--- config.mk ---
export PLATFORM = sky130hd
export DESIGN_NAME = set_assoc_cache
export DESIGN_NICKNAME = d
export VERILOG_FILES = /design/src/rtl/cache_pkg.sv /design/src/rtl/cache_victim_sel.sv /design/src/rtl/set_assoc_cache.sv
export SDC_FILE = /design/constraint.sdc
export NUM_CORES = 1
export LEC_CHECK = 0
export CAP_MARGIN = 20
export CORE_MARGIN = 4
export CORE_UTILIZATION = 60
export CTS_BUF_LIST = sky130_fd_sc_hd__clkbuf_16
export DETAILED_ROUTE_END_ITERATION = 10
export PLACE_DENSITY = 0.82
export SYNTH_ARGS = -nofsm -noshare
export SYNTH_HDL_FRONTEND = slang
export SYNTH_SLANG_ARGS = --single-unit
--- constraint.sdc ---
create_clock -name clk -period 6.4 [get_ports clk]
set_clock_uncertainty 0.2 [all_clocks]
set_input_delay 0.64 -clock clk [delete_from_list [all_inputs] [get_ports clk]]
set_output_delay 0.64 -clock clk [all_outputs]
set_load 0.01 [all_outputs]
--- src/rtl/cache_pkg.sv ---
// Shared types and width helpers for the set-associative cache family.
package cache_pkg;

    typedef enum logic [2:0] {
        IDLE      = 3'd0,
        MISS_REQ  = 3'd1,
        MISS_WAIT = 3'd2,
        WR_REQ    = 3'd3,
        RESP      = 3'd4
    } cache_state_t;

    // Byte-offset bits below the word index.
    localparam int unsigned WORD_OFF_W = 2;

    // Ceiling log2 usable in constant expressions.
    function automatic int unsigned clog2_f(input int unsigned v);
        int unsigned r;
        r = 0;
        for (int unsigned i = 0; i < 32; i++) begin
            if ((32'd1 << i) < v) begin
                r = i + 1;
            end
        end
        return r;
    endfunction

    // Way-index width; kept at least 1 bit so a direct-mapped build still has a legal vector.
    function automatic int unsigned idx_w(input int unsigned ways);
        return (ways > 1) ? clog2_f(ways) : 1;
    endfunction

    // Tag width: whatever address bits remain above the set index and byte offset.
    function automatic int unsigned tag_w(input int unsigned addr_width, input int unsigned sets);
        return addr_width - clog2_f(sets) - WORD_OFF_W;
    endfunction

endpackage

--- src/rtl/cache_victim_sel.sv ---
// Victim way selection: lowest-index invalid way, otherwise the set's round-robin pointer.
module cache_victim_sel
    import cache_pkg::*;
#(
    parameter int unsigned WAYS  = 2,
    parameter int unsigned IDX_W = idx_w(WAYS)
) (
    input  logic [WAYS-1:0]  valid,
    input  logic [IDX_W-1:0] ptr,
    output logic [IDX_W-1:0] victim
);

    logic found;

    // Scan upward so the first invalid way found wins over the pointer.
    always_comb begin
        victim = ptr;
        found  = 1'b0;
        for (int unsigned i = 0; i < WAYS; i++) begin
            if (!found && !valid[i]) begin
                victim = IDX_W'(i);
                found  = 1'b1;
            end
        end
    end

endmodule

--- src/rtl/set_assoc_cache.sv ---
// N-way set-associative write-through, no-write-allocate data cache with one-word lines.
module set_assoc_cache
    import cache_pkg::*;
#(
    parameter int unsigned WAYS       = 2,
    parameter int unsigned SETS       = 8,
    parameter int unsigned ADDR_WIDTH = 32,
    parameter int unsigned DATA_WIDTH = 32
) (
    input  logic                  clk,
    input  logic                  rst,
    input  logic                  cpu_req_valid,
    output logic                  cpu_req_ready,
    input  logic                  cpu_req_write,
    input  logic [ADDR_WIDTH-1:0] cpu_req_addr,
    input  logic [DATA_WIDTH-1:0] cpu_req_wdata,
    output logic                  cpu_resp_valid,
    output logic [DATA_WIDTH-1:0] cpu_resp_rdata,
    output logic                  mem_req_valid,
    input  logic                  mem_req_ready,
    output logic                  mem_req_write,
    output logic [ADDR_WIDTH-1:0] mem_req_addr,
    output logic [DATA_WIDTH-1:0] mem_req_wdata,
    input  logic                  mem_resp_valid,
    input  logic [DATA_WIDTH-1:0] mem_resp_rdata,
    input  logic                  flush,
    output logic                  hit_o
);

    localparam int unsigned SET_W = clog2_f(SETS);
    localparam int unsigned TAG_W = tag_w(ADDR_WIDTH, SETS);
    localparam int unsigned IDX_W = idx_w(WAYS);

    // Flat per-way register files indexed by set.
    logic [SETS-1:0]       valid_q [WAYS];
    logic [TAG_W-1:0]      tag_q   [WAYS][SETS];
    logic [DATA_WIDTH-1:0] data_q  [WAYS][SETS];
    logic [IDX_W-1:0]      ptr_q   [SETS];

    cache_state_t          state_q;
    logic [ADDR_WIDTH-1:0] addr_q;
    logic [DATA_WIDTH-1:0] wdata_q;
    logic [DATA_WIDTH-1:0] rdata_q;
    logic                  hit_q;

    logic [SET_W-1:0]      cur_set;
    logic [TAG_W-1:0]      cur_tag;
    logic [WAYS-1:0]       hit_vec;
    logic                  lk_hit;
    logic [DATA_WIDTH-1:0] hit_data;
    logic [WAYS-1:0]       set_valid;
    logic [IDX_W-1:0]      victim;
    logic [IDX_W-1:0]      next_ptr;
    logic                  do_flush;
    logic                  do_fill;
    logic                  do_wr_upd;

    // In IDLE the lookup must see the incoming address to pick the next state;
    // everywhere else it works on the latched request.
    assign cur_set = (state_q == IDLE) ? cpu_req_addr[SET_W+1:2] : addr_q[SET_W+1:2];
    assign cur_tag = (state_q == IDLE) ? cpu_req_addr[ADDR_WIDTH-1:SET_W+2]
                                       : addr_q[ADDR_WIDTH-1:SET_W+2];

    // Parallel tag compare across all ways of the selected set.
    always_comb begin
        hit_vec  = '0;
        hit_data = '0;
        for (int unsigned w = 0; w < WAYS; w++) begin
            if (valid_q[w][cur_set] && (tag_q[w][cur_set] == cur_tag)) begin
                hit_vec[w] = 1'b1;
                hit_data   = data_q[w][cur_set];
            end
        end
    end

    assign lk_hit = |hit_vec;

    // Gather the selected set's valid bits for the victim selector.
    always_comb begin
        set_valid = '0;
        for (int unsigned w = 0; w < WAYS; w++) begin
            set_valid[w] = valid_q[w][cur_set];
        end
    end

    cache_victim_sel #(
        .WAYS  (WAYS),
        .IDX_W (IDX_W)
    ) u_victim_sel (
        .valid  (set_valid),
        .ptr    (ptr_q[cur_set]),
        .victim (victim)
    );

    assign next_ptr  = (WAYS > 1) ? (ptr_q[cur_set] + IDX_W'(1)) : '0;
    assign do_flush  = (state_q == IDLE) && !cpu_req_valid && flush;
    assign do_fill   = (state_q == MISS_WAIT) && mem_resp_valid;
    assign do_wr_upd = (state_q == WR_REQ) && mem_req_ready && lk_hit;

    // Request FSM and latched request/response registers.
    always_ff @(posedge clk) begin
        if (rst) begin
            state_q <= IDLE;
            addr_q  <= '0;
            wdata_q <= '0;
            rdata_q <= '0;
            hit_q   <= 1'b0;
        end else begin
            case (state_q)
                IDLE: begin
                    if (cpu_req_valid) begin
                        addr_q  <= cpu_req_addr;
                        wdata_q <= cpu_req_wdata;
                        hit_q   <= lk_hit;
                        if (cpu_req_write) begin
                            state_q <= WR_REQ;
                        end else if (lk_hit) begin
                            rdata_q <= hit_data;
                            state_q <= RESP;
                        end else begin
                            state_q <= MISS_REQ;
                        end
                    end
                end
                MISS_REQ: begin
                    if (mem_req_ready) begin
                        state_q <= MISS_WAIT;
                    end
                end
                MISS_WAIT: begin
                    if (mem_resp_valid) begin
                        rdata_q <= mem_resp_rdata;
                        state_q <= RESP;
                    end
                end
                WR_REQ: begin
                    if (mem_req_ready) begin
                        state_q <= RESP;
                    end
                end
                RESP: begin
                    state_q <= IDLE;
                end
                default: begin
                    state_q <= IDLE;
                end
            endcase
        end
    end

    // Valid bits and replacement pointers: cleared by reset or flush, set/advanced on a fill.
    always_ff @(posedge clk) begin
        if (rst || do_flush) begin
            for (int unsigned w = 0; w < WAYS; w++) begin
                valid_q[w] <= '0;
            end
            for (int unsigned s = 0; s < SETS; s++) begin
                ptr_q[s] <= '0;
            end
        end else if (do_fill) begin
            for (int unsigned w = 0; w < WAYS; w++) begin
                if (IDX_W'(w) == victim) begin
                    valid_q[w][cur_set] <= 1'b1;
                end
            end
            ptr_q[cur_set] <= next_ptr;
        end
    end

    // Tag/data storage: refill writes the victim way, a write hit updates the hitting way.
    always_ff @(posedge clk) begin
        if (do_fill) begin
            for (int unsigned w = 0; w < WAYS; w++) begin
                if (IDX_W'(w) == victim) begin
                    tag_q[w][cur_set]  <= cur_tag;
                    data_q[w][cur_set] <= mem_resp_rdata;
                end
            end
        end else if (do_wr_upd) begin
            for (int unsigned w = 0; w < WAYS; w++) begin
                if (hit_vec[w]) begin
                    data_q[w][cur_set] <= wdata_q;
                end
            end
        end
    end

    assign cpu_req_ready  = (state_q == IDLE);
    assign cpu_resp_valid = (state_q == RESP);
    assign cpu_resp_rdata = rdata_q;
    assign hit_o          = hit_q;
    assign mem_req_valid  = (state_q == MISS_REQ) || (state_q == WR_REQ);
    assign mem_req_write  = (state_q == WR_REQ);
    assign mem_req_addr   = addr_q & ~ADDR_WIDTH'(3);
    assign mem_req_wdata  = wdata_q;

    // A line may live in at most one way of a set.
    a_single_match: assert property (@(posedge clk) disable iff (rst) $onehot0(hit_vec));

endmodule
==> results.py <==
metrics = {
    "run_status": {
        "status": "complete, no violations",
    },
    "setup_path": {
        "required_ns": 6.81,
        "critPathCaptureType": "flop",
        "setup.worst_path.start": "state_q[2]",
        "crit_arrival_ns": 6.71,
        "worstReg2RegStart": "state_q[2]",
        "r2r_setup_slack_ns": 0.10,
        "rr_worst_depth": 12,
        "critPathMaxFanout": 27,
        "critPathLaunchType": "flop",
        "reg2reg_to": "cpu_resp_rdata[3]",
        "worstSetupPathType": "reg2reg",
    },
    "die": {
        "row_count": 97,
        "fp.dieW_um": 275.1,
        "die_y_um": 275.1,
        "start_util_pct": 60.83,
        "core_area_um2": 70390,
        "boundaryPins": 204,
        "dieArea_um2": 75700,
    },
    "clock_tree": {
        "cts_resized": 0,
        "clk_path_buf_depth": 3,
        "numCtsBuffers": 102,
        "path_clk_slew_ns": 0.07,
        "post-cts-setup-buffer-count": 0,
        "htreeDepth": 3,
        "clock_sinks": 1066,
        "cts_root_buf": "clkbuf_16",
        "cts_tree": "yes",
        "clock_latency_ns": 0.68,
        "hold_buffers": 0,
    },
    "global_route": {
        "grt_start_max_net_pins": 64,
        "met3_usage_pct": 9.114,
        "grt-busiest-layer": "met2",
        "gr-total-overflow": 0,
        "grt_usage_pct": 34.75,
        "grt_pass1_wl_mm": 192.5,
        "grt_pass1_vias": 30363,
        "use_met1_pct": 42.99,
        "met2_usage_pct": 55.82,
        "antenna_found_initial": 6,
    },
    "timing": {
        "finalSetupTns_ns": 0,
        "max_freq_ghz": 0.1587,
        "finalCritPeriodShare_pct": 98.43,
        "worst_pin_slew_ns": 1.200,
        "finalSetupViolCount": 0,
        "drv_slew": 0,
        "max_slew_margin_pct": 19.94,
        "rsz0062_at_grt": "false",
        "final_hold_viol_count": 0,
        "min_period_ns": 6.299,
        "worst_hold_slack_ns": 0.1417,
    },
    "finish": {
        "fin_cells": 4217,
        "multiInputGateArea_um2": 11030,
        "nFillCells": 4252,
        "final-seq-area_um2": 31030,
        "nets": 3288,
        "syn2layout_area_growth_pct": 17.06,
        "drive_gt1_share_pct": 13.57,
    },
    "power_and_ir_drop": {
        "clockPowerShare_pct": 29.2,
        "p_comb_share_pct": 29.2,
        "swShare_pct": 33.66,
        "switchingPower_uw": 6810,
        "p_per_area_nw_per_um2": 403.6,
        "power_leakage_uw": 0.01656,
        "p_seq_share_pct": 41.6,
        "p_int_uw": 13420,
        "peakVddDrop_uv": 314.4,
    },
    "drt": {
        "drtIter0Drc": 4751,
        "vias_per_cell": 7.140,
        "drt-total-wl_mm": 133.4,
        "drcViolationCount": 0,
        "dr.pass1.iters": 8,
        "wire_per_inst_um": 31.64,
        "num_vias": 30111,
        "ant_nets": 0,
    },
    "logic_synthesis": {
        "yosys-top-cells-area": "edfxtp_1 68%, dfxtp_1 4.6%, nand2_1 2.5%",
        "synth-edff-count": 968,
        "syn_area_um2": 42820,
        "yosys.area.top_type": "edfxtp_1",
        "yosysSeqAreaShare_pct": 72.47,
        "syn_inst": 2946,
        "async_flop_share_pct": 0,
        "netlist.area_leader.share_pct": 67.89,
        "syn_avg_cell_area_um2": 14.53,
        "ys_ff_latch": 1066,
        "ys_warn_count": 0,
        "synth_flop_cell": "edfxtp_1",
        "synth_cell_types": 82,
    },
    "min_path": {
        "hold_end": "mem_req_wdata[29]",
        "hold_start": "rst",
        "min_path_cells": 2,
        "hp-class": "in2reg",
    },
    "run": {
        "maxCapViolations": 0,
    },
    "placement": {
        "port_buffers": 199,
        "dp_hpwl_mm": 75.93,
        "dp_cells": 4020,
        "place_congestion": 0.9051,
    },
}
-- registers in the layout, indices dropped and copies added, names as in the netlist --
name and count:
addr_q 30, cpu_resp_rdata 32, data_q 512, hit_o 1, mem_req_wdata 32, ptr_q 8
state_q 3, tag_q 432, valid_q 16
-- worst max-delay path, stage by stage (launching register included) --
cell,delay (ns)
dfxtp_1,0.37
or3_4,0.60
inv_2,0.45
buf_4,0.41
mux2i_1,0.56
inv_1,0.40
xnor2_1,0.31
a2111oi_0,0.53
nand4_1,0.16
or4_4,0.55
nor3b_4,0.99
a21boi_0,0.39
a21oi_2,0.25
-- worst max-delay path by stage --
stage | end | slack (ns) | cells after the start
2_1_floorplan | data_q[0][256] | 0.49 | 15
5_1_grt | cpu_resp_rdata[25] | 0.05 | 12
3_5_place_dp | data_q[0][371] | 0.16 | 14
4_1_cts | cpu_resp_rdata[3] | 0.35 | 12
3_3_place_gp | data_q[0][339] | 0.13 | 14
6_report | cpu_resp_rdata[3] | 0.10 | 12
-- through the flow --
stage                     instance area (um^2)  worst slack, ns  total power [uW]  utilization (%)
after CTS                                50080           0.3478             20000            71.15
after floorplan                          42820           0.4879             11880                -
after global routing                     50110          0.04678             20770            71.19
final                                    50120           0.1007             20230            71.20
after detailed placement                 46800           0.1645             14150            66.48
after global placement                   46800           0.1291             13970            66.48
-- cells in the mapped netlist, types with 31 or more instances --
cell type and number:
a21oi_2 31, a211oi_1 58, a222oi_1 37, o22ai_1 104, o31ai_1 37, o21ai_0 97, dfxtp_1 98, a21oi_1 155
clkbuf_1 136, xnor2_1 39, nor4_1 52, o22a_1 46, inv_1 36, mux2_2 55, mux2i_1 71, a22oi_1 55
nor2_1 106, nand2_1 282, edfxtp_1 968, buf_2 41, and3_1 55, nor3_1 31, nand3_1 37
-- final cells by class --
cell class                 instances  share of cell area (%)
antenna                            4                 0.01997
clock buffer                     103                   5.142
clock inverter                    89                   1.413
inverter                          37                  0.2771
multi-input combinational       1634                   22.00
sequential                      1066                   61.91
tap                              940                   2.347
timing repair buffer             344                   6.890
-- routing by layer --
layer | vias to the layer above | wire [um]
met4 | 6 | 8799
met5 | - | 41
li1 | 12111 | -
met3 | 678 | 18610
met1 | 14547 | 43050
met2 | 2769 | 62910
-- power groups by stage --
| stage | Sequential [uW] | Clock [uW] | Combinational [uW] |
|---|---|---|---|
| after global placement | 8520 | 0 | 5450 |
| after global routing | 8420 | 6220 | 6130 |
| after CTS | 8390 | 5910 | 5700 |
| final | 8410 | 5920 | 5900 |
| after detailed placement | 8530 | 0 | 5610 |
| after floorplan | 8500 | 0 | 3390 |
-- cell families after synthesis --
kind of cell / after synthesis / share of synthesized area [%]
compound gates: 797 / 13.26
buf+inv: 247 / 2.653
simple gates: 666 / 7.557
mux: 130 / 3.255
flops: 1066 / 72.47
other cells: 1 / 0.008758
xor+xnor: 39 / 0.7977
-- cells in the final DEF (no fill, tap or decap), types with 11 or more instances in the layout --
master,synthesis,final
edfxtp_1,968,968
nand2_1,282,281
clkdlybuf4s50_1,0,197
a21oi_1,155,155
buf_4,13,115
o22ai_1,104,104
clkbuf_16,0,103
o21ai_0,97,97
dfxtp_1,98,97
nor2_1,106,73
mux2i_1,71,68
inv_1,36,62
a211oi_1,58,58
mux2_2,55,55
and3_1,55,55
a22oi_1,55,55
nor4_1,52,52
o22a_1,46,46
xnor2_1,39,39
nand3_1,37,37
o31ai_1,37,37
a222oi_1,37,37
nor2_4,1,35
nor3_1,31,31
a21oi_2,31,30
buf_12,0,29
clkinv_1,0,26
o221ai_1,25,25
a221oi_1,23,23
nor2b_1,20,20
a22o_1,19,19
a21boi_0,19,19
o2bb2a_1,16,16
clkinv_2,0,16
a41o_1,15,15
a2111oi_0,14,14
nor3b_1,11,11
Note: power is estimated with default switching activity, not from simulation.
